--- src/rtl/uzed_led_pkg.sv ---
// Shared types and constants for the PL LED sequencer.
// Optional feature macro: LED_GAMMA_EN (squared duty in BREATHE mode).
package uzed_led_pkg;

    typedef enum logic [1:0] {
        BINARY  = 2'd0,
        SCAN    = 2'd1,
        BREATHE = 2'd2,
        STATIC  = 2'd3
    } led_mode_t;

    localparam int LED_COUNT = 8;

    localparam logic [2:0] SCAN_POS_FIRST = 3'd0;
    localparam logic [2:0] SCAN_POS_LAST  = 3'(LED_COUNT - 1);

endpackage

--- src/rtl/uzed_led_pwm.sv ---
// Free-running PWM counter and duty comparator for the breathe pattern.
// LED_GAMMA_EN selects a squared (gamma-like) effective duty.
module uzed_led_pwm #(
    parameter int PWM_BITS = 8
) (
    input  logic                clk,
    input  logic                reset_n,
    input  logic                clear_i,
    input  logic [PWM_BITS-1:0] duty_i,
    output logic                on_o
);

    logic [PWM_BITS-1:0] cnt_q;
    logic [PWM_BITS-1:0] cnt_d;
    logic [PWM_BITS-1:0] duty_eff;

    assign cnt_d = clear_i ? '0 : cnt_q + 1'b1;

    always_ff @(posedge clk or negedge reset_n) begin
        if (!reset_n) begin
            cnt_q <= '0;
        end else begin
            cnt_q <= cnt_d;
        end
    end

`ifdef LED_GAMMA_EN
    logic [2*PWM_BITS-1:0] duty_sq;

    assign duty_sq  = {{PWM_BITS{1'b0}}, duty_i} * {{PWM_BITS{1'b0}}, duty_i};
    assign duty_eff = duty_sq[2*PWM_BITS-1:PWM_BITS];
`else
    assign duty_eff = duty_i;
`endif

    assign on_o = (cnt_q < duty_eff);

endmodule

--- src/rtl/uzed_led_sequencer.sv ---
// Step-ticked LED pattern sequencer with valid/ready mode changes.
// Build option LED_GAMMA_EN squares the breathe duty inside uzed_led_pwm.
module uzed_led_sequencer
    import uzed_led_pkg::*;
#(
    parameter int unsigned STEP_DIV    = 25000000,
    parameter int          PWM_BITS    = 8,
    parameter int          BREATHE_INC = 16
) (
    input  logic                 clk,
    input  logic                 reset_n,
    input  logic                 locked,
    input  logic                 mode_valid,
    output logic                 mode_ready,
    input  logic [1:0]           mode_sel,
    input  logic [LED_COUNT-1:0] mode_pattern,
    output logic [LED_COUNT-1:0] led,
    output logic                 heartbeat
);

    localparam logic [31:0]       PRESC_LAST = 32'(STEP_DIV - 1);
    localparam logic [PWM_BITS:0] DUTY_MAX   = {1'b0, {PWM_BITS{1'b1}}};
    localparam logic [PWM_BITS:0] DUTY_INC   = (PWM_BITS + 1)'(BREATHE_INC);

    logic [31:0]           presc_q, presc_d;
    led_mode_t             mode_q, mode_d;
    led_mode_t             pmode_q, pmode_d;
    logic                  pend_q, pend_d;
    logic [LED_COUNT-1:0]  ppat_q, ppat_d;
    logic [LED_COUNT-1:0]  spat_q, spat_d;
    logic                  ready_q, ready_d;
    logic                  hb_q, hb_d;
    logic [LED_COUNT-1:0]  led_q, led_d;
    logic [7:0]            count8_q, count8_d;
    logic [2:0]            pos_q, pos_d;
    logic                  dir_q, dir_d;
    logic [PWM_BITS-1:0]   duty_q, duty_d;
    logic [PWM_BITS:0]     duty_up;
    logic                  step_tick;
    logic                  pwm_on;

    assign step_tick = (presc_q == PRESC_LAST);
    assign duty_up   = {1'b0, duty_q} + DUTY_INC;

    uzed_led_pwm #(
        .PWM_BITS (PWM_BITS)
    ) u_pwm (
        .clk     (clk),
        .reset_n (reset_n),
        .clear_i (!locked),
        .duty_i  (duty_q),
        .on_o    (pwm_on)
    );

    always_ff @(posedge clk or negedge reset_n) begin
        if (!reset_n) begin
            presc_q  <= '0;
            mode_q   <= BINARY;
            pmode_q  <= BINARY;
            pend_q   <= 1'b0;
            ppat_q   <= '0;
            spat_q   <= '0;
            ready_q  <= 1'b1;
            hb_q     <= 1'b0;
            led_q    <= '0;
            count8_q <= '0;
            pos_q    <= SCAN_POS_FIRST;
            dir_q    <= 1'b0;
            duty_q   <= '0;
        end else begin
            presc_q  <= presc_d;
            mode_q   <= mode_d;
            pmode_q  <= pmode_d;
            pend_q   <= pend_d;
            ppat_q   <= ppat_d;
            spat_q   <= spat_d;
            ready_q  <= ready_d;
            hb_q     <= hb_d;
            led_q    <= led_d;
            count8_q <= count8_d;
            pos_q    <= pos_d;
            dir_q    <= dir_d;
            duty_q   <= duty_d;
        end
    end

    always_comb begin
        presc_d  = step_tick ? '0 : presc_q + 32'd1;
        hb_d     = hb_q ^ step_tick;
        mode_d   = mode_q;
        pmode_d  = pmode_q;
        pend_d   = pend_q;
        ppat_d   = ppat_q;
        spat_d   = spat_q;
        ready_d  = ready_q;
        count8_d = count8_q;
        pos_d    = pos_q;
        dir_d    = dir_q;
        duty_d   = duty_q;
        if (mode_valid && ready_q) begin
            pend_d  = 1'b1;
            ready_d = 1'b0;
            pmode_d = led_mode_t'(mode_sel);
            ppat_d  = mode_pattern;
        end
        // pend_q is only set from an earlier cycle, so a transfer on the tick waits
        if (step_tick && pend_q) begin
            mode_d   = pmode_q;
            spat_d   = ppat_q;
            pend_d   = 1'b0;
            ready_d  = 1'b1;
            count8_d = '0;
            pos_d    = SCAN_POS_FIRST;
            dir_d    = 1'b0;
            duty_d   = '0;
        end else if (step_tick) begin
            unique case (mode_q)
                BINARY: count8_d = count8_q + 8'd1;
                SCAN: begin
                    if (!dir_q && pos_q == SCAN_POS_LAST) begin
                        dir_d = 1'b1;
                        pos_d = pos_q - 3'd1;
                    end else if (dir_q && pos_q == SCAN_POS_FIRST) begin
                        dir_d = 1'b0;
                        pos_d = pos_q + 3'd1;
                    end else begin
                        pos_d = dir_q ? pos_q - 3'd1 : pos_q + 3'd1;
                    end
                end
                BREATHE: begin
                    if (!dir_q && duty_up >= DUTY_MAX) begin
                        duty_d = DUTY_MAX[PWM_BITS-1:0];
                        dir_d  = 1'b1;
                    end else if (!dir_q) begin
                        duty_d = duty_up[PWM_BITS-1:0];
                    end else if ({1'b0, duty_q} <= DUTY_INC) begin
                        duty_d = '0;
                        dir_d  = 1'b0;
                    end else begin
                        duty_d = duty_q - DUTY_INC[PWM_BITS-1:0];
                    end
                end
                STATIC: ;
            endcase
        end
        if (!locked) begin
            presc_d  = '0;
            hb_d     = 1'b0;
            mode_d   = BINARY;
            pmode_d  = BINARY;
            pend_d   = 1'b0;
            ppat_d   = '0;
            spat_d   = '0;
            ready_d  = 1'b1;
            count8_d = '0;
            pos_d    = SCAN_POS_FIRST;
            dir_d    = 1'b0;
            duty_d   = '0;
        end
    end

    always_comb begin
        led_d = '0;
        unique case (mode_d)
            BINARY:  led_d = count8_d;
            SCAN:    led_d = 8'd1 << pos_d;
            BREATHE: led_d = {LED_COUNT{pwm_on}};
            STATIC:  led_d = spat_d;
        endcase
        if (!locked) led_d = '0;
    end

    assign led        = led_q;
    assign heartbeat  = hb_q;
    assign mode_ready = ready_q;

endmodule
--- config.mk ---
export PLATFORM = sky130hd
export DESIGN_NAME = uzed_led_sequencer
export DESIGN_NICKNAME = d
export VERILOG_FILES = /design/src/rtl/uzed_led_pkg.sv /design/src/rtl/uzed_led_pwm.sv /design/src/rtl/uzed_led_sequencer.sv
export SDC_FILE = /design/constraint.sdc
export NUM_CORES = 1
export LEC_CHECK = 0
export ABC_AREA = 1
export CORE_ASPECT_RATIO = 0.7
export CORE_MARGIN = 4
export CORE_UTILIZATION = 23
export CTS_BUF_LIST = sky130_fd_sc_hd__clkbuf_2
export CTS_CLUSTER_SIZE = 10
export DETAILED_ROUTE_END_ITERATION = 10
export SETUP_SLACK_MARGIN = 0.2
export SLEW_MARGIN = 30
export SYNTH_ARGS = -nofsm -noshare
export SYNTH_HDL_FRONTEND = slang
export SYNTH_SLANG_ARGS = --single-unit
--- constraint.sdc ---
create_clock -name clk -period 1.85 [get_ports clk]
set_clock_uncertainty 0.1 [all_clocks]
set_input_delay 0.2775 -clock clk [delete_from_list [all_inputs] [get_ports clk]]
set_output_delay 0.2775 -clock clk [all_outputs]
set_load 0.05 [all_outputs]
### Word-level counts from Yosys, hierarchy flattened

Cells that the tools add are included.

* add/sub/neg operators: 7
* $lt $le $gt $ge: 3
* equality and inequality tests: 13
* shift-type cells: 1
* muxes and demuxes: 47
* bitwise operators: 1
* reductions and logical operators: 11

Operators with widths (count)
* two-way mux 8 bit: 17
* two-way mux 32 bit: 2
* adder 32 x 1 -> 32 bit (second input constant): 1
* equality test 32 x 25 -> 1 bit (second input constant): 1
* case mux 8 bit (4 select lines): 1
* two-way mux 3 bit: 7
* adder 8 x 1 -> 8 bit (second input constant): 2
* two-way mux 1 bit: 15
* adder 8 x 5 -> 9 bit (second input constant): 1
* greater-or-equal comparator 9 x 8 -> 1 bit (second input constant): 1
* != test 3 x 1 -> 1 bit (second input constant): 3
* <= comparator 8 x 5 -> 1 bit (second input constant): 1
* < comparator 8 bit: 1
* two-way mux 2 bit: 4
* left shift 1 x 3 -> 8 bit (first input constant): 1
* subtractor 8 x 5 -> 8 bit (second input constant): 1
* equality test 2 bit (second input constant): 3
* logical AND 1 bit: 5
* != test 5 bit (second input constant): 1
* equality test 2 x 1 -> 1 bit (second input constant): 2
* zero test 2 bit: 2
* != test 4 x 1 -> 1 bit (second input constant): 1
* adder 3 x 1 -> 3 bit (second input constant): 1
* equality test 3 bit (second input constant): 1
* other kinds (8): 8

* flip-flop bits (word level): 91
* output and inout bits: 10

### Longest topological paths before layout

* depth after elaboration: 11
* gate-level depth with buffers: 14
* mapped depth without buffers: 14

### Hierarchy

Synthesis repeated with hierarchy kept, for this count alone.

* cell total of the unflattened synthesis: 700
* area, all modules: 5332.6 µm²

By module, submodules not included
* uzed_led_sequencer: instances 1, cells an instance 632, area an instance 4794.6 µm², seq. area each 2003.2 µm²
* uzed_led_pwm: instances 1, cells an instance 68, area an instance 538.0 µm², seq. area each 200.2 µm²

### Worst setup path before layout

Ideal clock, no wire load.

* path kind: reg2reg
* start point: register presc_q[0]
* end point: register led_q[2] (netlist: led[2])
* arrival time: 1.787 ns
* slack: -0.158 ns
* cell stages (with the launch flop): 14
* buffers on the path: 1
* clock period less this slack: 2.008 ns
* cell sequence: dfrtp_1 ha_1 nand2_2 nor2_4 nand3_2 nor2_4 buf_6 nand4_4 nand2_4 nand2_4 o21ai_2 inv_2 nand2_1 nand3_2

* longest elaborated chain between the ends: 7

RTL lines
* from (decl): line uzed_led_sequencer.sv:25 `logic [31:0] presc_q, presc_d;`
* from (signal assigned): line uzed_led_sequencer.sv:71 `presc_q <= presc_d;`
* equality test 32 x 25 -> 1 bit (*): line uzed_led_sequencer.sv:42 `assign step_tick = (presc_q == PRESC_LAST);`
* two-way mux 3 bit or logical AND 1 bit (tied branches): line uzed_led_sequencer.sv:116, uzed_led_sequencer.sv:107
* two-way mux 3 bit or two-way mux 2 bit (tied branches): line uzed_led_sequencer.sv:107 `if (step_tick && pend_q) begin`
* two-way mux 3 bit or two-way mux 2 bit (tied branches): line uzed_led_sequencer.sv:146 `if (!locked) begin`
* left shift 1 x 3 -> 8 bit (tied with other cells): line uzed_led_sequencer.sv:166 `SCAN: led_d = 8'd1 << pos_d;`
* case mux 8 bit (4 select lines) (*): line uzed_led_sequencer.sv:164 `unique case (mode_d)`
* two-way mux 8 bit (*): line uzed_led_sequencer.sv:170 `if (!locked) led_d = '0;`
* via led_d[2]: line uzed_led_sequencer.sv:33 `logic [LED_COUNT-1:0] led_q, led_d;`
* to (signal assigned): line uzed_led_sequencer.sv:79 `led_q <= led_d;`
* to (decl): line uzed_led_sequencer.sv:33

The timed path passes the listed nets; every way through them passes the cells marked *.
A chain may end at the register's enable or synchronous reset.

### Final worst setup path

* start point: register presc_q[9]
* end point: register led_q[6] (netlist: led[6])

RTL lines
* equality test 32 x 25 -> 1 bit: line uzed_led_sequencer.sv:42
* logical AND 1 bit: line uzed_led_sequencer.sv:107
* two-way mux 8 bit: line uzed_led_sequencer.sv:107
* two-way mux 8 bit: line uzed_led_sequencer.sv:146
* via spat_d[6]: line uzed_led_sequencer.sv:30 `logic [LED_COUNT-1:0] spat_q, spat_d;`
* case mux 8 bit (4 select lines): line uzed_led_sequencer.sv:164
* two-way mux 8 bit: line uzed_led_sequencer.sv:170
* via led_d[6]: line uzed_led_sequencer.sv:33

The timed path passes the listed nets, and every way through them passes these cells.

==> impl_metrics.toml <==
[power_and_ir_drop]
power.total_mw = 3.579
leakage_nw = 3.891
seq_power_share_pct = 55.7
ir_drop_uv = 296.5
swShare_pct = 29.65
p_sw_mw = 1.061
clockPowerShare_pct = 29.8
power_frac_comb_pct = 14.5
power_density_mw_per_mm2 = 436.5
intPower_mw = 2.518

[worst_setup_path]
worstPathCellList = "inv_2 -> nand2_1 -> nor2_2 -> nand2_1 -> nor2_4 -> nand3_4 -> buf_4 -> nand2_1 -> nand2_1 -> nor2_2 -> nand3_1 -> nand2_1 -> inv_1 -> nand3_2"
worstSetupStartpointType = "flip-flop"
crit_path_end_kind = "flip-flop"
path_class = "flip-flop to flip-flop"
cp.arrival_ns = 2.53
path_common_cell = "nand2_1"
cp_slowest_cell = "dfrtp_1"
crit_fanout = 7
slowest_delay_ns = 0.46
critPathRequiredTime_ns = 2.33

[placed_design]
hpwl_mm = 11.81
gp_congestion = 0.8626
io_buffer_count = 23
dpl_worst_slack_ns = -0.2021

[clock_network]
clk_path_buf_depth = 2
clk_pin_slew_ns = 0.29
clock-sinks = 88
clk_latency_ns = 0.64
htreeDepth = 3
numCtsBuffers = 9
tritoncts = "yes"
cts-root-buf = "clkbuf_2"

[timing]
finalCriticalPeriod_ns = 2.044
finalSetupViolations = 32
rsz0062_at_grt = "yes"
hold_viol_final = 0
clock.fmax_mhz = 489.2
finalMaxSlewViolations = 0
fin_ws_ns = -0.1943
worst_pin_slew_ns = 0.5591
period_share_pct = 110.5
maxSlewHeadroom_pct = 62.73

[yosys]
ys_seq_area_share_pct = 40.63
synth_seq_cells = 88
synth_area_mm2 = 0.005423
synth_flop_cell = "dfrtp_1"
synthArstFlopShare_pct = 100.0
synthTopCellsByCount = "nand2_1 (162), dfrtp_1 (87), nor2_1 (81)"
synth_cell_types = 41
synth.largest_area_cell = "dfrtp_1"
postSynthCellCount = 694
synth_nets = 729
synthTopCellsByArea = "dfrtp_1 (40%), nand2_1 (11%), nor2_1 (5.6%)"
yosys_warnings = 0
synth_top_area_share_pct = 40.15
synth_edf_count = 0
yosysMostFrequentCell = "nand2_1"
avgSynthCellArea_um2 = 7.814

[drt]
wl_per_cell_um = 13.52
drc = 0
viasPerCell = 4.375
dr.pass1.iters = 5
totalWireLength_mm = 16.11
drtIter0Drc = 321
vias = 5215
antenna_left = 0

[global_routing]
antenna_found_initial = 1
use_met3_pct = 2.875
globalRoute.busiestLayer = "met1"
grt_pass1_wl_mm = 25.92
grt_overflow = 0
grt_pass1_vias = 5024
use_met1_pct = 19.58
met2_usage_pct = 17.20
grt_max_degree = 39
track_usage_pct = 12.54

[outcome]
status = "finished with violations"
violations = "setup timing"

[floorplanning]
die_height_um = 136.5
rows = 46
core_region_area_mm2 = 0.02291
start_util_pct = 23.67
fp.dieArea_mm2 = 0.02614
pin_count = 24
fp.dieW_um = 191.5

[final_layout]
fill_cells = 2353
syn_to_final_growth_pct = 51.22
nNetsFinal = 909
final_layout_size_suffix_gt1_share_pct = 41.07

[flow_run]
drv_cap = 0

[min_path]
hold_path.class = "input port to async pin"
==> metal layers <==
| metal | part of all wire [%] | vias to the layer above | routed length (um) |
|---|---|---|---|
| li1 | - | 2614 | - |
| met1 | 53 | 2471 | 8598 |
| met2 | 41 | 114 | 6583 |
| met3 | 4.5 | 16 | 725 |
| met4 | 1.3 | 0 | 207 |
| met5 | 0 | - | 0 |
==> sequential cells by signal (all words and copies together), names as in the netlist <==
| register | flops |
|---|---|
| count8_q | 8 |
| dir_q | 1 |
| duty_q | 5 |
| heartbeat | 1 |
| led | 8 |
| mode_q | 2 |
| mode_ready | 1 |
| pend_q | 1 |
| pmode_q | 2 |
| pos_q | 3 |
| ppat_q | 8 |
| presc_q | 32 |
| spat_q | 8 |
| u_pwm.cnt_q | 8 |
==> per-stage QoR <==
step / setup TNS (ns) / instances / hold WS, ns / instance area, um^2 / util, %
final: -3.098 / 1192 / 0.04404 / 8200 / 35.80
after global routing: -8.023 / 1192 / 0.007890 / 8200 / 35.80
after CTS: -2.243 / 1177 / 0.01526 / 7766 / 33.90
after detailed placement: -2.593 / 1135 / 0.2086 / 7022 / 30.65
after global placement: -2.707 / 1135 / 0.2100 / 7022 / 30.65
after floorplan: -0.9712 / 694 / -0.1181 / 5499 / -
==> cell type report <==
type                            instances  area [um^2]  share of cell area (%)
Antenna cell                            1        2.502                 0.03052
Clock buffer                           10        50.05                  0.6103
Clock inverter                          6        65.06                  0.7934
Inverter                               89        359.1                   4.379
Multi-Input combinational cell        499         3396                   41.41
Sequential cell                        88         2207                   26.91
Tap cell                              312        390.4                   4.760
Timing Repair Buffer                  186         1724                   21.03
Timing Repair inverter                  1        6.256                 0.07629
==> layout by cell type (no fill, tap or decap), types with 18 or more instances in the layout <==
cell / synthesis / layout
nand2_1: 162 / 130
buf_4: 0 / 121
dfrtp_1: 87 / 84
inv_1: 71 / 64
nor2_1: 81 / 56
buf_6: 5 / 40
nand2_2: 8 / 28
a21oi_1: 29 / 27
nand3_1: 34 / 27
nand4_1: 26 / 26
xor2_1: 21 / 19
o21ai_0: 24 / 19
inv_2: 18 / 19
nor2_4: 7 / 19
ha_1: 21 / 18
==> final timing paths <==
| check | from | end | slack (ns) | depth (start not counted) |
|---|---|---|---|---|
| setup / recovery | presc_q[9] | led[6] | -0.19 | 14 |
| hold / removal | reset_n | presc_q[8] | 0.04 | 2 |
| setup reg to reg | presc_q[9] | led[6] | -0.19 | 14 |
| hold reg to reg | u_pwm.cnt_q[7] | u_pwm.cnt_q[7] | 0.38 | 1 |
| max in group asynchronous | reset_n | spat_q[6] | 1.01 | 3 |
| min in group clk | mode_pattern[2] | ppat_q[2] | 0.08 | 3 |
==> what timing repair did <==
| action | CTS | global route |
|---|---|---|
| pin swaps | 34 | 36 |
| endpoints found under the setup margin | 74 | 78 |
| hold buffers | 1 | 0 |
| gates resized for setup | 119 | 80 |
| endpoints found under the hold margin | 88 | 0 |
| setup buffers | 24 | 14 |
| gates cloned | 1 | 0 |
==> power by group through the flow <==
stage          clock, mW  sequential [mW]  combinational, mW
6_report            1.07             1.99              0.518
5_1_grt             1.20             2.00              0.573
4_1_cts             1.11             1.99              0.484
3_5_place_dp           0             2.02              0.447
3_3_place_gp           0             2.02              0.445
2_1_floorplan          0             2.03              0.209
==> cell families (layout without fill, tap and decap cells) <==
kind of cell / Yosys count / in the layout / synth area share [%]
AO/OA/AOI/OAI: 74 / 74 / 7.776
XOR/XNOR: 30 / 30 / 4.846
adder cells (fa/ha/maj): 21 / 21 / 4.845
buffers and inverters: 107 / 292 / 8.191
flip-flops: 88 / 88 / 40.63
other: 0 / 1 / 0
AND/OR/NAND/NOR: 374 / 374 / 33.71
==> worst max-delay path: cells and delay by family, from the launching register on <==
kind                   cells  cell delay [ns]
buffers and inverters      3             0.31
flip-flops                 1             0.46
AND/OR/NAND/NOR           11             1.12
Power figures use the tool's default switching activity.
